### src/rtl/audio_out_pkg.sv
// Shared register map and bit positions for the audio output port.
package audio_out_pkg;

    localparam logic [1:0] AO_DATA   = 2'd0;
    localparam logic [1:0] AO_STATUS = 2'd1;
    localparam logic [1:0] AO_CTRL   = 2'd2;
    localparam logic [1:0] AO_RSVD   = 2'd3;

    localparam int ST_EMPTY    = 8;
    localparam int ST_FULL     = 9;
    localparam int ST_UNDERRUN = 10;
    localparam int ST_OVERFLOW = 11;

    localparam int CTRL_EN        = 0;
    localparam int CTRL_CLR_UNDER = 1;
    localparam int CTRL_CLR_OVER  = 2;
    localparam int CTRL_FLUSH     = 3;

    function automatic logic [31:0] pack_status(
        input logic [7:0] count,
        input logic       empty,
        input logic       full,
        input logic       underrun,
        input logic       overflow
    );
        logic [31:0] s;
        s              = '0;
        s[7:0]         = count;
        s[ST_EMPTY]    = empty;
        s[ST_FULL]     = full;
        s[ST_UNDERRUN] = underrun;
        s[ST_OVERFLOW] = overflow;
        return s;
    endfunction

endpackage

### src/rtl/sync_fifo.sv
// Register-array FIFO with fall-through dout; a pop frees a slot for a same-cycle push
// even when full, and flush overrides both.
module sync_fifo #(
    parameter int DEPTH = 16,
    parameter int W     = 16
) (
    input  logic                   clk,
    input  logic                   reset,
    input  logic                   push,
    input  logic                   pop,
    input  logic                   flush,
    input  logic [W-1:0]           din,
    output logic [W-1:0]           dout,
    output logic [$clog2(DEPTH):0] count,
    output logic                   full,
    output logic                   empty
);
    localparam int AW = $clog2(DEPTH);
    localparam int CW = AW + 1;

    logic [W-1:0]  mem_q [DEPTH];
    logic [AW-1:0] wr_ptr_q, wr_ptr_d;
    logic [AW-1:0] rd_ptr_q, rd_ptr_d;
    logic [CW-1:0] count_q, count_d;
    logic          do_push, do_pop;

    assign empty   = (count_q == '0);
    assign full    = (count_q == CW'(DEPTH));
    assign count   = count_q;
    assign dout    = mem_q[rd_ptr_q];
    assign do_pop  = pop & ~empty & ~flush;
    assign do_push = push & (~full | do_pop) & ~flush;

    always_comb begin
        wr_ptr_d = wr_ptr_q;
        rd_ptr_d = rd_ptr_q;
        count_d  = count_q;
        if (flush) begin
            wr_ptr_d = '0;
            rd_ptr_d = '0;
            count_d  = '0;
        end else begin
            if (do_push) wr_ptr_d = wr_ptr_q + AW'(1);
            if (do_pop)  rd_ptr_d = rd_ptr_q + AW'(1);
            case ({do_push, do_pop})
                2'b10:   count_d = count_q + CW'(1);
                2'b01:   count_d = count_q - CW'(1);
                default: count_d = count_q;
            endcase
        end
    end

    always_ff @(posedge clk) begin
        if (reset) begin
            wr_ptr_q <= '0;
            rd_ptr_q <= '0;
            count_q  <= '0;
        end else begin
            wr_ptr_q <= wr_ptr_d;
            rd_ptr_q <= rd_ptr_d;
            count_q  <= count_d;
        end
    end

    always_ff @(posedge clk) begin
        if (do_push) mem_q[wr_ptr_q] <= din;
    end

endmodule

### src/rtl/audio_out_port.sv
// Bus-fed sample FIFO drained by synchronised rising edges of an async request pin;
// bus reads have one cycle of latency, a request pops two cycles after its first sample.
module audio_out_port
    import audio_out_pkg::*;
#(
    parameter int DEPTH    = 16,
    parameter int SAMPLE_W = 16
) (
    input  logic                clk,
    input  logic                reset,
    input  logic                we,
    input  logic [31:0]         addr,
    input  logic [31:0]         wd,
    output logic [31:0]         rd,
    input  logic                req,
    output logic [SAMPLE_W-1:0] sample_out,
    output logic                sample_strobe,
    output logic                irq_low
);
    localparam int CW = $clog2(DEPTH) + 1;

    logic [1:0]          reg_sel;
    logic                wr_data, wr_ctrl, flush;
    logic                sync1_q, sync2_q, sync2_dly_q, req_edge;
    logic                pop_fire, underrun_set, overflow_set;
    logic                enable_q, enable_d;
    logic                underrun_q, underrun_d;
    logic                overflow_q, overflow_d;
    logic [SAMPLE_W-1:0] sample_q, sample_d;
    logic                strobe_q, strobe_d;
    logic [31:0]         rd_q, rd_d;
    logic [SAMPLE_W-1:0] fifo_dout;
    logic [CW-1:0]       fifo_count;
    logic                fifo_full, fifo_empty;
    logic                unused_bits;

    assign unused_bits = ^{addr, wd};

    assign reg_sel  = addr[3:2];
    assign wr_data  = we & (reg_sel == AO_DATA);
    assign wr_ctrl  = we & (reg_sel == AO_CTRL);
    assign flush    = wr_ctrl & wd[CTRL_FLUSH];
    assign req_edge = sync2_q & ~sync2_dly_q;

    // Edges only matter while enabled; a flush in the same cycle wins over the pop.
    assign pop_fire     = req_edge & enable_q & ~fifo_empty & ~flush;
    assign underrun_set = req_edge & enable_q & fifo_empty;
    assign overflow_set = wr_data & fifo_full & ~pop_fire & ~flush;

    sync_fifo #(
        .DEPTH (DEPTH),
        .W     (SAMPLE_W)
    ) u_fifo (
        .clk   (clk),
        .reset (reset),
        .push  (wr_data),
        .pop   (pop_fire),
        .flush (flush),
        .din   (wd[SAMPLE_W-1:0]),
        .dout  (fifo_dout),
        .count (fifo_count),
        .full  (fifo_full),
        .empty (fifo_empty)
    );

    always_comb begin
        enable_d   = wr_ctrl ? wd[CTRL_EN] : enable_q;
        underrun_d = underrun_set | (underrun_q & ~(wr_ctrl & wd[CTRL_CLR_UNDER]));
        overflow_d = overflow_set | (overflow_q & ~(wr_ctrl & wd[CTRL_CLR_OVER]));
        sample_d   = pop_fire ? fifo_dout : sample_q;
        strobe_d   = pop_fire;
        rd_d       = '0;
        case (reg_sel)
            AO_STATUS: rd_d = pack_status(8'(fifo_count), fifo_empty, fifo_full,
                                          underrun_q, overflow_q);
            AO_CTRL:   rd_d[CTRL_EN] = enable_q;
            default:   rd_d = '0;
        endcase
    end

    always_ff @(posedge clk) begin
        if (reset) begin
            sync1_q     <= 1'b0;
            sync2_q     <= 1'b0;
            sync2_dly_q <= 1'b0;
            enable_q    <= 1'b0;
            underrun_q  <= 1'b0;
            overflow_q  <= 1'b0;
            sample_q    <= '0;
            strobe_q    <= 1'b0;
            rd_q        <= '0;
        end else begin
            sync1_q     <= req;
            sync2_q     <= sync1_q;
            sync2_dly_q <= sync2_q;
            enable_q    <= enable_d;
            underrun_q  <= underrun_d;
            overflow_q  <= overflow_d;
            sample_q    <= sample_d;
            strobe_q    <= strobe_d;
            rd_q        <= rd_d;
        end
    end

    assign rd            = rd_q;
    assign sample_out    = sample_q;
    assign sample_strobe = strobe_q;
    assign irq_low       = enable_q & (fifo_count <= CW'(DEPTH / 4));

endmodule
### config.mk
export PLATFORM = sky130hd
export DESIGN_NAME = audio_out_port
export DESIGN_NICKNAME = d
export VERILOG_FILES = /design/src/rtl/audio_out_pkg.sv /design/src/rtl/sync_fifo.sv /design/src/rtl/audio_out_port.sv
export SDC_FILE = /design/constraint.sdc
export NUM_CORES = 1
export LEC_CHECK = 0
export CAP_MARGIN = 20
export CORE_MARGIN = 10
export CORE_UTILIZATION = 61
export CTS_CLUSTER_DIAMETER = 80
export DETAILED_ROUTE_END_ITERATION = 16
export PLACE_DENSITY = 0.89
export SLEW_MARGIN = 20
export SYNTH_ARGS = -nofsm -noshare
export SYNTH_HDL_FRONTEND = slang
export SYNTH_SLANG_ARGS = --single-unit
### constraint.sdc
create_clock -name clk -period 7.4 [get_ports clk]
set_clock_uncertainty 0.05 [all_clocks]
set_input_delay 2.22 -clock clk [delete_from_list [all_inputs] [get_ports clk]]
set_output_delay 2.22 -clock clk [all_outputs]
set_load 0.005 [all_outputs]
==> out/metrics.cfg <==
[status]
status = finished, final reports clean

[final_layout]
drive_gt1_share_pct = 6.34
fin_area_um2 = 13300
synthToLayoutAreaGrowth_pct = 11.7
nets = 863
post-route-util_pct = 68.8

[logic_synthesis]
dominantRegCellSynth = edfxtp_1
async_reset_ff_share_pct = 0
ys_ff_latch = 301
synthCells = 744
synth_area_leader_cell = edfxtp_1
synth_compound_area_share_pct = 5.91
synth.yosys.seq_area_share_pct = 72.1
synth.area.mux_share_pct = 11.1
yosys.area_share.adder_pct = 1.43
synth_top_family_by_area = multiplexers
yosysWarnings = 0
synthSimpleGateAreaFrac_pct = 5.44
netlist_top_cells_area = edfxtp_1 65%, mux2i_1 11%, dfxtp_1 7.6%
synthDistinctLibCells = 45
synth_edf_count = 256
syn-cell-area_um2 = 11900
synth.avg_cell_area_um2 = 16.0
synth_xor_area_share_pct = 0.368
synth_top_area_share_pct = 64.5

[timing]
layout_min_cycle_time_ns = 5.16
finalSetupTns_ns = 0
fmax_ghz = 0.194
hold_viol = 0
finalCritPeriodShare_pct = 69.7
rsz0062_at_grt = no
maxSlewHeadroom_pct = 21.6
report.final.slew_viol_count = 0
worst_pin_slew_ns = 1.18
finalSetupViolCount = 0

[floorplanning]
coreArea_um2 = 19300
die_h_um = 160
initial_core_util_pct = 61.6
die_w_um = 160
ioPinCount = 118
dieArea_um2 = 25500
rows = 51

[pwr]
p_sw_uw = 630
p_int_uw = 2610
power_frac_seq_pct = 57.0
swShare_pct = 19.4
clkPwrFrac_pct = 41.2
p_leak_uw = 0.00417
peakVddDrop_mv = 0.196
powerDensity_nw_per_um2 = 243
combPwrFrac_pct = 1.8

[detailed_routing]
vias = 6612
drtAntennaViolNets = 0
wl_per_cell_um = 23.5
drt-total-wl_um = 25200
vias_per_cell = 6.17
drcViolationCount = 0
drt_iter0_markers = 698
firstDrtPassIters = 5

[setup_path]
r2r-start = enable_q
worst-path-max-fanout = 20
r2r_end = u_fifo.count[4]
critPathTopFamily = buffers and inverters
path_depth = 11
critPathKind = in -> reg
worstPathCellList = clkdlybuf4s50_1 > and3_1 > o211a_1 > nor2_4 > inv_1 > ha_1 > fa_1 > a21o_1 > a21oi_1 > mux2i_1 > mux2i_1
worst-path-buf-inv = 2
critPathCaptureType = register
crit_top_cell = mux2i_1
crit_slowest_cell = clkdlybuf4s50_1
critPathLaunchType = primary input
worstPathRequired_ns = 7.81
arrival_ns = 5.57
reg2reg_setup_slack_ns = 4.43
crit_path_max_incr_delay_ns = 0.76
rr_worst_depth = 10

[cts]
cts_setup_buffers = 0
cts_resized = 0
htreeDepth = 1
clock_latency_ns = 0.54
root_buffer = clkbuf_16
cts_sinks = 301
clk_pin_slew_ns = 0.06
cts_buffer_depth = 3
cts_tree = yes
cts_buffers = 28
ctsHoldBuffers = 0

[worst_hold_path]
holdPathEnd = sync2_q
min_path_cells = 1
min-delay-path-class = reg -> reg
min-delay-start = sync1_q

[run]
max_cap_viol_count = 0

[grt]
first_global_vias = 6622
grt_overflow = 0
antenna_found_initial = 3
grt_max_degree = 59
grt_pass1_wl_um = 38300
track_usage_pct = 19.1

[placement]
place_congestion = 0.770
place_area_um2 = 12400
hpwl_um = 14100
io_buffers = 48

## synth_stat cells, types with 2 or more instances
| library cell | count |
|---|---|
| buf_2 | 17 |
| xor2_1 | 2 |
| or3b_1 | 3 |
| dfxtp_1 | 45 |
| mux2i_1 | 132 |
| clkbuf_2 | 3 |
| buf_6 | 5 |
| ha_1 | 12 |
| and2_1 | 6 |
| nor4_1 | 16 |
| edfxtp_1 | 256 |
| o21ai_0 | 3 |
| nor2_1 | 31 |
| a21o_1 | 2 |
| a21oi_1 | 7 |
| o22ai_1 | 63 |
| nand2_1 | 8 |
| buf_4 | 27 |
| a211oi_1 | 17 |
| nand3_1 | 10 |
| nand3b_1 | 5 |
| inv_1 | 6 |
| and4_1 | 4 |
| and3_1 | 18 |
| nor2b_1 | 8 |
| a31oi_1 | 3 |
| a31o_2 | 2 |
| a22oi_1 | 2 |
| clkbuf_1 | 13 |
| xnor2_1 | 3 |
## registers in the layout (all words and copies together) (netlist names)
register,cells
underrun_q,1
u_fifo.count,5
sync1_q,1
sample_strobe,1
u_fifo.mem_q,256
sample_out,16
enable_q,1
rd,9
u_fifo.wr_ptr_q,4
u_fifo.rd_ptr_q,4
sync2_q,1
sync2_dly_q,1
overflow_q,1
## cell families after synthesis
| logic type | count (synthesis) |
|---|---|
| AOI/OAI and AO/OA | 106 |
| xor gates and xnor gates | 5 |
| adders and majority gates | 13 |
| buffers and inverters | 72 |
| DFF | 301 |
| muxes | 132 |
| other | 1 |
| and+or+nand+nor | 114 |
## worst max path at each step
stage | slack [ns] | to | start
after global placement | 1.88 | u_fifo.count[4] | wd[3]
after detailed placement | 1.78 | u_fifo.count[4] | wd[3]
after floorplan | 2.44 | u_fifo.count[4] | addr[2]
final | 2.24 | u_fifo.count[4] | wd[3]
after CTS | 2.30 | u_fifo.count[4] | wd[3]
after global routing | 2.04 | u_fifo.count[4] | wd[3]
## power by group through the flow
stage	Clock, uW	Combinational [uW]	Sequential [uW]
after floorplan	0	30.3	1880
after global placement	0	55.4	1880
after detailed placement	0	58.4	1880
after CTS	1340	58.8	1850
after global routing	1410	65.5	1850
final	1330	59.9	1850
## routing by layer
| metal | GRT usage (%) | vias to the layer above | routed length, um |
|---|---|---|---|
| li1 | - | 2947 | - |
| met1 | 23.6 | 3243 | 9430 |
| met2 | 32.6 | 357 | 12700 |
| met3 | 3.65 | 65 | 2340 |
| met4 | 7.41 | 0 | 764 |
| met5 | 0 | - | 0 |
## worst reg2reg max path: stages, from the launching register on
cell and delay (ns):
dfxtp_1 0.43, nand3b_1 0.23, o211a_1 0.34, nor2_4 0.29
inv_1 0.08, ha_1 0.28, fa_1 0.44, a21o_1 0.17
a21oi_1 0.17, mux2i_1 0.23, mux2i_1 0.19
## cell type report
class	instances	area, um2
flip-flops and latches	301	8590
repair buffers	52	510
diodes	3	7.51
clock inverters	9	51.3
well taps	265	332
fillers	1191	6020
multi-input cells	393	2990
clock buffers	43	807
inverters	6	22.5
## metrics by stage
stage / total power (uW) / hold WS, ns / std cells / setup slack, ns
after floorplan: 1910 / 0.364 / 766 / 2.44
after global placement: 1940 / 0.373 / 1017 / 1.88
after detailed placement: 1940 / 0.395 / 1017 / 1.78
after CTS: 3240 / 0.406 / 1069 / 2.30
after global routing: 3320 / 0.420 / 1070 / 2.04
final: 3240 / 0.400 / 1072 / 2.24
## cells in the final DEF, fill, tap and decap left out, types with 2 or more instances in the layout
cell,synthesis,final
clkbuf_8,0,5
inv_1,6,6
and2_1,6,6
o22ai_1,63,63
a211oi_1,17,16
diode_2,0,3
a21o_1,2,2
nand2_1,8,8
a22oi_1,2,2
nor2_1,31,31
nor2b_1,8,8
edfxtp_1,256,256
and4_1,4,4
clkinv_2,0,4
mux2i_1,132,132
a31o_2,2,2
a21oi_1,7,7
or3b_1,3,3
buf_4,27,4
clkinv_1,0,4
ha_1,12,12
conb_1,1,23
nand3_1,10,10
nor4_1,16,16
a31oi_1,3,3
nand3b_1,5,5
clkbuf_16,0,28
clkbuf_1,13,10
xnor2_1,3,3
xor2_1,2,2
clkdlybuf4s50_1,0,48
o21ai_0,3,3
and3_1,18,17
dfxtp_1,45,44
No activity file was read; power rests on OpenSTA's default activity.
